==> config.mk <==
export PLATFORM = sky130hd
export DESIGN_NAME = calc_display_driver
export DESIGN_NICKNAME = d
export VERILOG_FILES = /design/src/rtl/calc_pkg.sv /design/src/rtl/bin2bcd_seq.sv /design/src/rtl/calc_display_driver.sv
export SDC_FILE = /design/constraint.sdc
export NUM_CORES = 1
export LEC_CHECK = 0
export ABC_AREA = 1
export CORE_ASPECT_RATIO = 1.5
export CORE_MARGIN = 1.5
export CORE_UTILIZATION = 50
export DETAILED_ROUTE_END_ITERATION = 7
export PLACE_DENSITY = 0.68
export SYNTH_ARGS = -nofsm -noshare
export SYNTH_HDL_FRONTEND = slang
export SYNTH_SLANG_ARGS = --single-unit
==> constraint.sdc <==
create_clock -name clock -period 2.24 [get_ports clock]
set_clock_uncertainty 0.2 [all_clocks]
set_input_delay 0.448 -clock clock [delete_from_list [all_inputs] [get_ports clock]]
set_output_delay 0.448 -clock clock [all_outputs]
set_load 0.005 [all_outputs]
==> src/rtl/calc_pkg.sv <==
// ---------------------------------------------------------------------------
// calc_pkg
// Types and constants shared by the calculator core and its display driver.
//   status_t       : calculator status as reported by the core
//   conv_state_t   : states of the sequential binary-to-BCD converter
//   SEG_*          : active-low 7-segment glyphs, bit order {g,f,e,d,c,b,a}
//   MAX_VAL        : largest value that fits on eight decimal digits
//   seg_of_bcd()   : BCD digit -> active-low segment pattern
// ---------------------------------------------------------------------------
package calc_pkg;

   typedef enum logic [1:0] {
      ERRO    = 2'd0,
      PRONTA  = 2'd1,
      OCUPADA = 2'd2
   } status_t;

   typedef enum logic {
      ST_IDLE = 1'b0,
      ST_CONV = 1'b1
   } conv_state_t;

   localparam logic [6:0]  SEG_BLANK = 7'h7F;
   localparam logic [6:0]  SEG_E     = 7'h06;
   localparam logic [6:0]  SEG_ZERO  = 7'h40;
   localparam logic [31:0] MAX_VAL   = 32'd99999999;

   function automatic logic [6:0] seg_of_bcd(input logic [3:0] d);
      logic [6:0] s;
      case (d)
         4'd0:    s = 7'h40;
         4'd1:    s = 7'h79;
         4'd2:    s = 7'h24;
         4'd3:    s = 7'h30;
         4'd4:    s = 7'h19;
         4'd5:    s = 7'h12;
         4'd6:    s = 7'h02;
         4'd7:    s = 7'h78;
         4'd8:    s = 7'h00;
         4'd9:    s = 7'h10;
         default: s = SEG_BLANK;
      endcase
      return s;
   endfunction

endpackage

==> src/rtl/bin2bcd_seq.sv <==
// ---------------------------------------------------------------------------
// bin2bcd_seq
// Sequential double-dabble converter, one input bit per clock.
//   clock  : system clock
//   reset  : asynchronous active-low reset
//   start  : convert `bin` (accepted only when idle)
//   bin    : binary input, VAL_W bits
//   busy   : high for exactly VAL_W cycles while converting
//   done   : high during the last conversion cycle (bcd updates on that edge)
//   bcd    : last converted result, NUM_DIGITS BCD nibbles, digit 0 in [3:0]
// ---------------------------------------------------------------------------
module bin2bcd_seq
   import calc_pkg::*;
#(
   parameter int VAL_W      = 27,
   parameter int NUM_DIGITS = 8
) (
   input  logic                    clock,
   input  logic                    reset,
   input  logic                    start,
   input  logic [VAL_W-1:0]        bin,
   output logic                    busy,
   output logic                    done,
   output logic [4*NUM_DIGITS-1:0] bcd
);

   localparam int BCD_W = 4 * NUM_DIGITS;
   localparam int CNT_W = $clog2(VAL_W + 1);

   conv_state_t        state_reg, state_next;
   logic [VAL_W-1:0]   bin_reg, bin_next;
   logic [BCD_W-1:0]   acc_reg, acc_next;
   logic [CNT_W-1:0]   cnt_reg, cnt_next;
   logic [BCD_W-1:0]   bcd_reg, bcd_next;

   logic [BCD_W-1:0]       acc_adj;
   logic [BCD_W+VAL_W-1:0] shifted;

   // Add-3 correction on every nibble before the shift.
   for (genvar gi = 0; gi < NUM_DIGITS; gi++) begin : g_adj
      assign acc_adj[4*gi +: 4] = (acc_reg[4*gi +: 4] >= 4'd5) ?
                                  acc_reg[4*gi +: 4] + 4'd3 : acc_reg[4*gi +: 4];
   end

   assign shifted = {acc_adj, bin_reg} << 1;

   always_ff @(posedge clock or negedge reset) begin
      if (!reset) begin
         state_reg <= ST_IDLE;
         bin_reg   <= '0;
         acc_reg   <= '0;
         cnt_reg   <= '0;
         bcd_reg   <= '0;
      end else begin
         state_reg <= state_next;
         bin_reg   <= bin_next;
         acc_reg   <= acc_next;
         cnt_reg   <= cnt_next;
         bcd_reg   <= bcd_next;
      end
   end

   always_comb begin
      state_next = state_reg;
      bin_next   = bin_reg;
      acc_next   = acc_reg;
      cnt_next   = cnt_reg;
      bcd_next   = bcd_reg;
      done       = 1'b0;
      case (state_reg)
         ST_IDLE: begin
            if (start) begin
               bin_next   = bin;
               acc_next   = '0;
               cnt_next   = CNT_W'(VAL_W);
               state_next = ST_CONV;
            end
         end
         ST_CONV: begin
            {acc_next, bin_next} = shifted;
            cnt_next             = cnt_reg - CNT_W'(1);
            if (cnt_reg == CNT_W'(1)) begin
               // Publish the fully shifted accumulator on the final edge.
               bcd_next   = shifted[BCD_W+VAL_W-1:VAL_W];
               done       = 1'b1;
               state_next = ST_IDLE;
            end
         end
         default: state_next = ST_IDLE;
      endcase
   end

   assign busy = (state_reg == ST_CONV);
   assign bcd  = bcd_reg;

endmodule

==> src/rtl/calc_display_driver.sv <==
// ---------------------------------------------------------------------------
// calc_display_driver
// Drives a multiplexed 7-segment display from the calculator result.
//   clock  : system clock
//   reset  : asynchronous active-low reset
//   value  : binary result from the calculator core
//   status : calculator status (ERRO / PRONTA / OCUPADA; 3 treated as ERRO)
//   load   : one-cycle request to convert and latch `value`
//   busy   : conversion in progress
//   an     : active-low digit enables, bit 0 = rightmost digit
//   seg    : active-low segments {g,f,e,d,c,b,a}
// ---------------------------------------------------------------------------
module calc_display_driver
   import calc_pkg::*;
#(
   parameter int NUM_DIGITS  = 8,
   parameter int VAL_W       = 27,
   parameter int REFRESH_DIV = 100000
) (
   input  logic                  clock,
   input  logic                  reset,
   input  logic [VAL_W-1:0]      value,
   input  logic [1:0]            status,
   input  logic                  load,
   output logic                  busy,
   output logic [NUM_DIGITS-1:0] an,
   output logic [6:0]            seg
);

   localparam int REF_W = (REFRESH_DIV > 1) ? $clog2(REFRESH_DIV) : 1;
   localparam int IDX_W = (NUM_DIGITS > 1) ? $clog2(NUM_DIGITS) : 1;

   logic                    conv_busy;
   logic                    conv_done;
   logic [4*NUM_DIGITS-1:0] disp_bcd;

   logic [VAL_W-1:0]      value_reg;
   logic                  overflow_reg;
   logic [REF_W-1:0]      ref_reg, ref_next;
   logic [IDX_W-1:0]      idx_reg, idx_next;
   logic [NUM_DIGITS-1:0] an_reg, an_next;
   logic [6:0]            seg_reg, seg_next;

   logic [31:0] value_ext;
   logic        show_err;
   logic        nz_seen;
   logic [6:0]  glyph [NUM_DIGITS];

   bin2bcd_seq #(
      .VAL_W      (VAL_W),
      .NUM_DIGITS (NUM_DIGITS)
   ) u_conv (
      .clock (clock),
      .reset (reset),
      .start (load),
      .bin   (value),
      .busy  (conv_busy),
      .done  (conv_done),
      .bcd   (disp_bcd)
   );

   assign value_ext = 32'(value_reg);

   // Status codes other than PRONTA/OCUPADA (ERRO and the unused 3) show 'E'.
   assign show_err = overflow_reg ||
                     !((status == PRONTA) || (status == OCUPADA));

   // Leading-zero blanking: walk from the most significant digit down.
   always_comb begin
      nz_seen = 1'b0;
      for (int k = 0; k < NUM_DIGITS; k++) glyph[k] = SEG_BLANK;
      for (int k = NUM_DIGITS - 1; k >= 0; k--) begin
         if (show_err) begin
            glyph[k] = (k == 0) ? SEG_E : SEG_BLANK;
         end else begin
            nz_seen  = nz_seen || (disp_bcd[4*k +: 4] != 4'd0);
            glyph[k] = (k != 0 && !nz_seen) ? SEG_BLANK : seg_of_bcd(disp_bcd[4*k +: 4]);
         end
      end
   end

   always_comb begin
      ref_next = ref_reg + REF_W'(1);
      idx_next = idx_reg;
      if (ref_reg == REF_W'(REFRESH_DIV - 1)) begin
         ref_next = '0;
         idx_next = (idx_reg == IDX_W'(NUM_DIGITS - 1)) ? '0 : idx_reg + IDX_W'(1);
      end
      // an and seg are both derived from the next index so they switch together.
      an_next  = ~(NUM_DIGITS'(1) << idx_next);
      seg_next = glyph[idx_next];
   end

   always_ff @(posedge clock or negedge reset) begin
      if (!reset) begin
         value_reg    <= '0;
         overflow_reg <= 1'b0;
         ref_reg      <= '0;
         idx_reg      <= '0;
         an_reg       <= ~NUM_DIGITS'(1);
         seg_reg      <= SEG_ZERO;
      end else begin
         // Same acceptance condition as the converter: loads during CONV are dropped.
         if (load && !conv_busy) value_reg <= value;
         if (conv_done) overflow_reg <= (value_ext > MAX_VAL);
         ref_reg <= ref_next;
         idx_reg <= idx_next;
         an_reg  <= an_next;
         seg_reg <= seg_next;
      end
   end

   assign busy = conv_busy;
   assign an   = an_reg;
   assign seg  = seg_reg;

endmodule

==> results.tsv <==
metric	value	unit
outcome	finished, violations left	
failing checks	negative setup slack	
setup ws final	-7.02	ps
data arrival time of the worst path	2350	ps
initial antenna violation count	0	
number of buffers added on ports	47	
Worst-path clk slew	70	ps
Sink Count	160	
Final Wtd Congestion	0.966	
Hold Path Depth	2	
CP max stage delay	360	ps
Synth warnings	0	
relative max-transition margin	54.1	%
Final min period	2250	ps
CP cell instances	ha_2 -> nand2_2 -> inv_2 -> nand2_4 -> nor2_4 -> nand2_4 -> o21ai_4 -> buf_6 -> nor2_2 -> nand2_1 -> nand2_1 -> a21oi_2 -> nand3_1	
RR Startpoint	ref_reg[0]$_DFF_PN0_	
Leak	0.00559	µW
number of buffers created by CTS	17	
hold path endpoint	value_reg[20]$_DFFE_PN0P_	
CP bufs+invs	2	
top cell type's share of synthesized area	41.2	%
fill cell count	1596	
Final ANT Viol Nets	0	
Fin. Hold Viols	0	
delay-heaviest family, CP	simple AND/OR/NAND/NOR gates	
Hold Crit Class	reg2reg	
hold path startpoint	value_reg[20]$_DFFE_PN0P_	
most frequent cells after synthesis	nand2_1, dfrtp_1, o21ai_0	
most frequent cell after synthesis	nand2_1	
full die area	19300	µm²
CTS tree	yes	
die width	114	µm
# H-tree levels	4	
Core ar.	18000	µm²
Setup TNS	-7.02	ps
sequential share of the synthesized area	43.5	%
Max Cap Viol	0	
number of top-level pins	48	
final core utilization	61.9	%
DR vias	7924	
FF-to-FF path depth	13	
Post-synth EDFFs	0	
Worst Path Max Fanout	7	
Distinct cells, synth	47	
RSZ-0062 raised after global routing	true	
Site Rows	60	
Clock Path Buffers	2	
Remaining DRCs	0	
Post-Syn Area per Cell	7.88	µm²
Area Overhead vs Synth	21.0	%
Initial Utilization	51.2	%
post-layout net count	1366	
Worst Setup End Kind	flop	
WL/cell	13.7	µm
Placed Area	10300	µm²
slowest CP cell	o21ai_4	
Clock Latency Late Sink	430	ps
clock root cell	clkbuf_16	
First-pass DRT Iterations	5	
dominant cell type by area after synthesis	dfrtp_1	
capturing point of the worst reg2reg path	seg[0]$_DFF_PN0_	
largest net degree at the start of global routing	55	
DR vias/cell	5.27	
Peak supply drop	0.000763	V
Synth Register Bits	160	
HPWL after DPL	15.3	mm
Fmax achieved	0.445	GHz
GR Overflow Total	0	
Slew @ Worst Pin	681	ps
Final Max Slew Viols	0	
Area contributors post-synth	dfrtp_1, nand2_1, ha_1	
Iteration-0 DRC Markers	363	
Tcrit/Tclk final	100	%
Total Routing Usage GR	22.5	%
vias in the first global route	7891	
Die Y	169	µm
reg2reg setup slack	-7	ps
worst setup path category	reg2reg	
Post-Syn Nets	1261	
pwr dens	1240	nW/µm²
CP Launch Type	flop	
asr flop ratio synth	100	%
first-pass GRT wire length	34.9	mm
share of cells above drive strength 1	14.6	%
# setup viols final	1	
Gate Count Post-Synth	1170	
ANT cells	0	
Mapped Area	9220	µm²
worst endpoint required time	2340	ps
Synth Flop Type	dfrtp_1	
final instance area	11200	µm²
Detailed Route WL	20.6	mm
Power Total	13800	µW
what timing repair did:
action / CTS / global route
endpoints found under the hold margin: 25 / 0
resized for setup: 0 / 30
buffers inserted: 0 / 15
hold buffers: 1 / 0
endpoints found under the setup margin: 0 / 9
how the worst max path moves through the flow:
stage	endpoint	cells past startpoint	start	slack (ps)
floorplan	seg[0]$_DFF_PN0_	10	idx_reg[0]$_DFF_PN0_	230
global placement	seg[0]$_DFF_PN0_	11	status[1]	-250
detailed placement	seg[5]$_DFF_PN0_	13	status[1]	-320
CTS	seg[3]$_DFF_PN0_	13	ref_reg[0]$_DFF_PN0_	6
global route	seg[4]$_DFF_PN0_	14	ref_reg[0]$_DFF_PN0_	-120
finish	seg[0]$_DFF_PN0_	13	ref_reg[0]$_DFF_PN0_	-7
placed cells by master (no fill, tap or decap), types with 15 or more instances in the layout:
cell	n
clkbuf_16	17
nand2_2	15
nor2_1	56
buf_4	58
nand4_1	20
nand2_1	330
nand3_1	80
o21ai_0	123
clkdlybuf4s50_1	46
inv_1	119
a21oi_1	44
ha_1	58
dfrtp_1	152
report_power, final:
group / switching [µW] / internal [µW] / total, µW
clock: 1230 / 1580 / 2810
combinational: 3740 / 2480 / 6230
sequential: 781 / 3990 / 4780
total: 5760 / 8050 / 13800
kinds of logic after synthesis:
family                   synth area share, %
XOR/XNOR                                1.42
buffers and inverters                   7.22
AND/OR/NAND/NOR                         27.4
AO/OA/AOI/OAI                           12.4
flip-flops                              43.5
adder cells (fa/ha/maj)                 8.00
layout make-up:
class | count | area, µm² | area share (%)
clock buffer | 19 | 443 | 3.97
multi-input combinational | 847 | 4670 | 41.8
timing repair buffer | 117 | 1120 | 10.0
tap | 217 | 272 | 2.43
inverter | 132 | 515 | 4.62
sequential | 160 | 4010 | 36.0
clock inverter | 13 | 129 | 1.15
worst register-to-register path, stage by stage (launching register included):
cell     delay [ps]
dfrtp_1         350
ha_2            190
nand2_2          70
inv_2            80
nand2_4          60
nor2_4          150
nand2_4         130
o21ai_4         360
buf_6           160
nor2_2           50
nand2_1          60
nand2_1          60
a21oi_2         120
nand3_1          90
metal layers:
metal	track usage (%)	routed length, µm
met1	24.8	8550
met3	3.75	501
met4	9.24	472
met5	0	0
met2	42.4	11100
through the flow:
stage                     setup WS, ps  hold slack (ps)  cells
final                            -7.02              282   1505
after global routing              -120              300   1505
after CTS                         6.49              287   1488
after detailed placement          -319              176   1455
after global placement            -246              169   1455
after floorplan                    228            -47.6   1170
(Power assumes the default switching activity.)
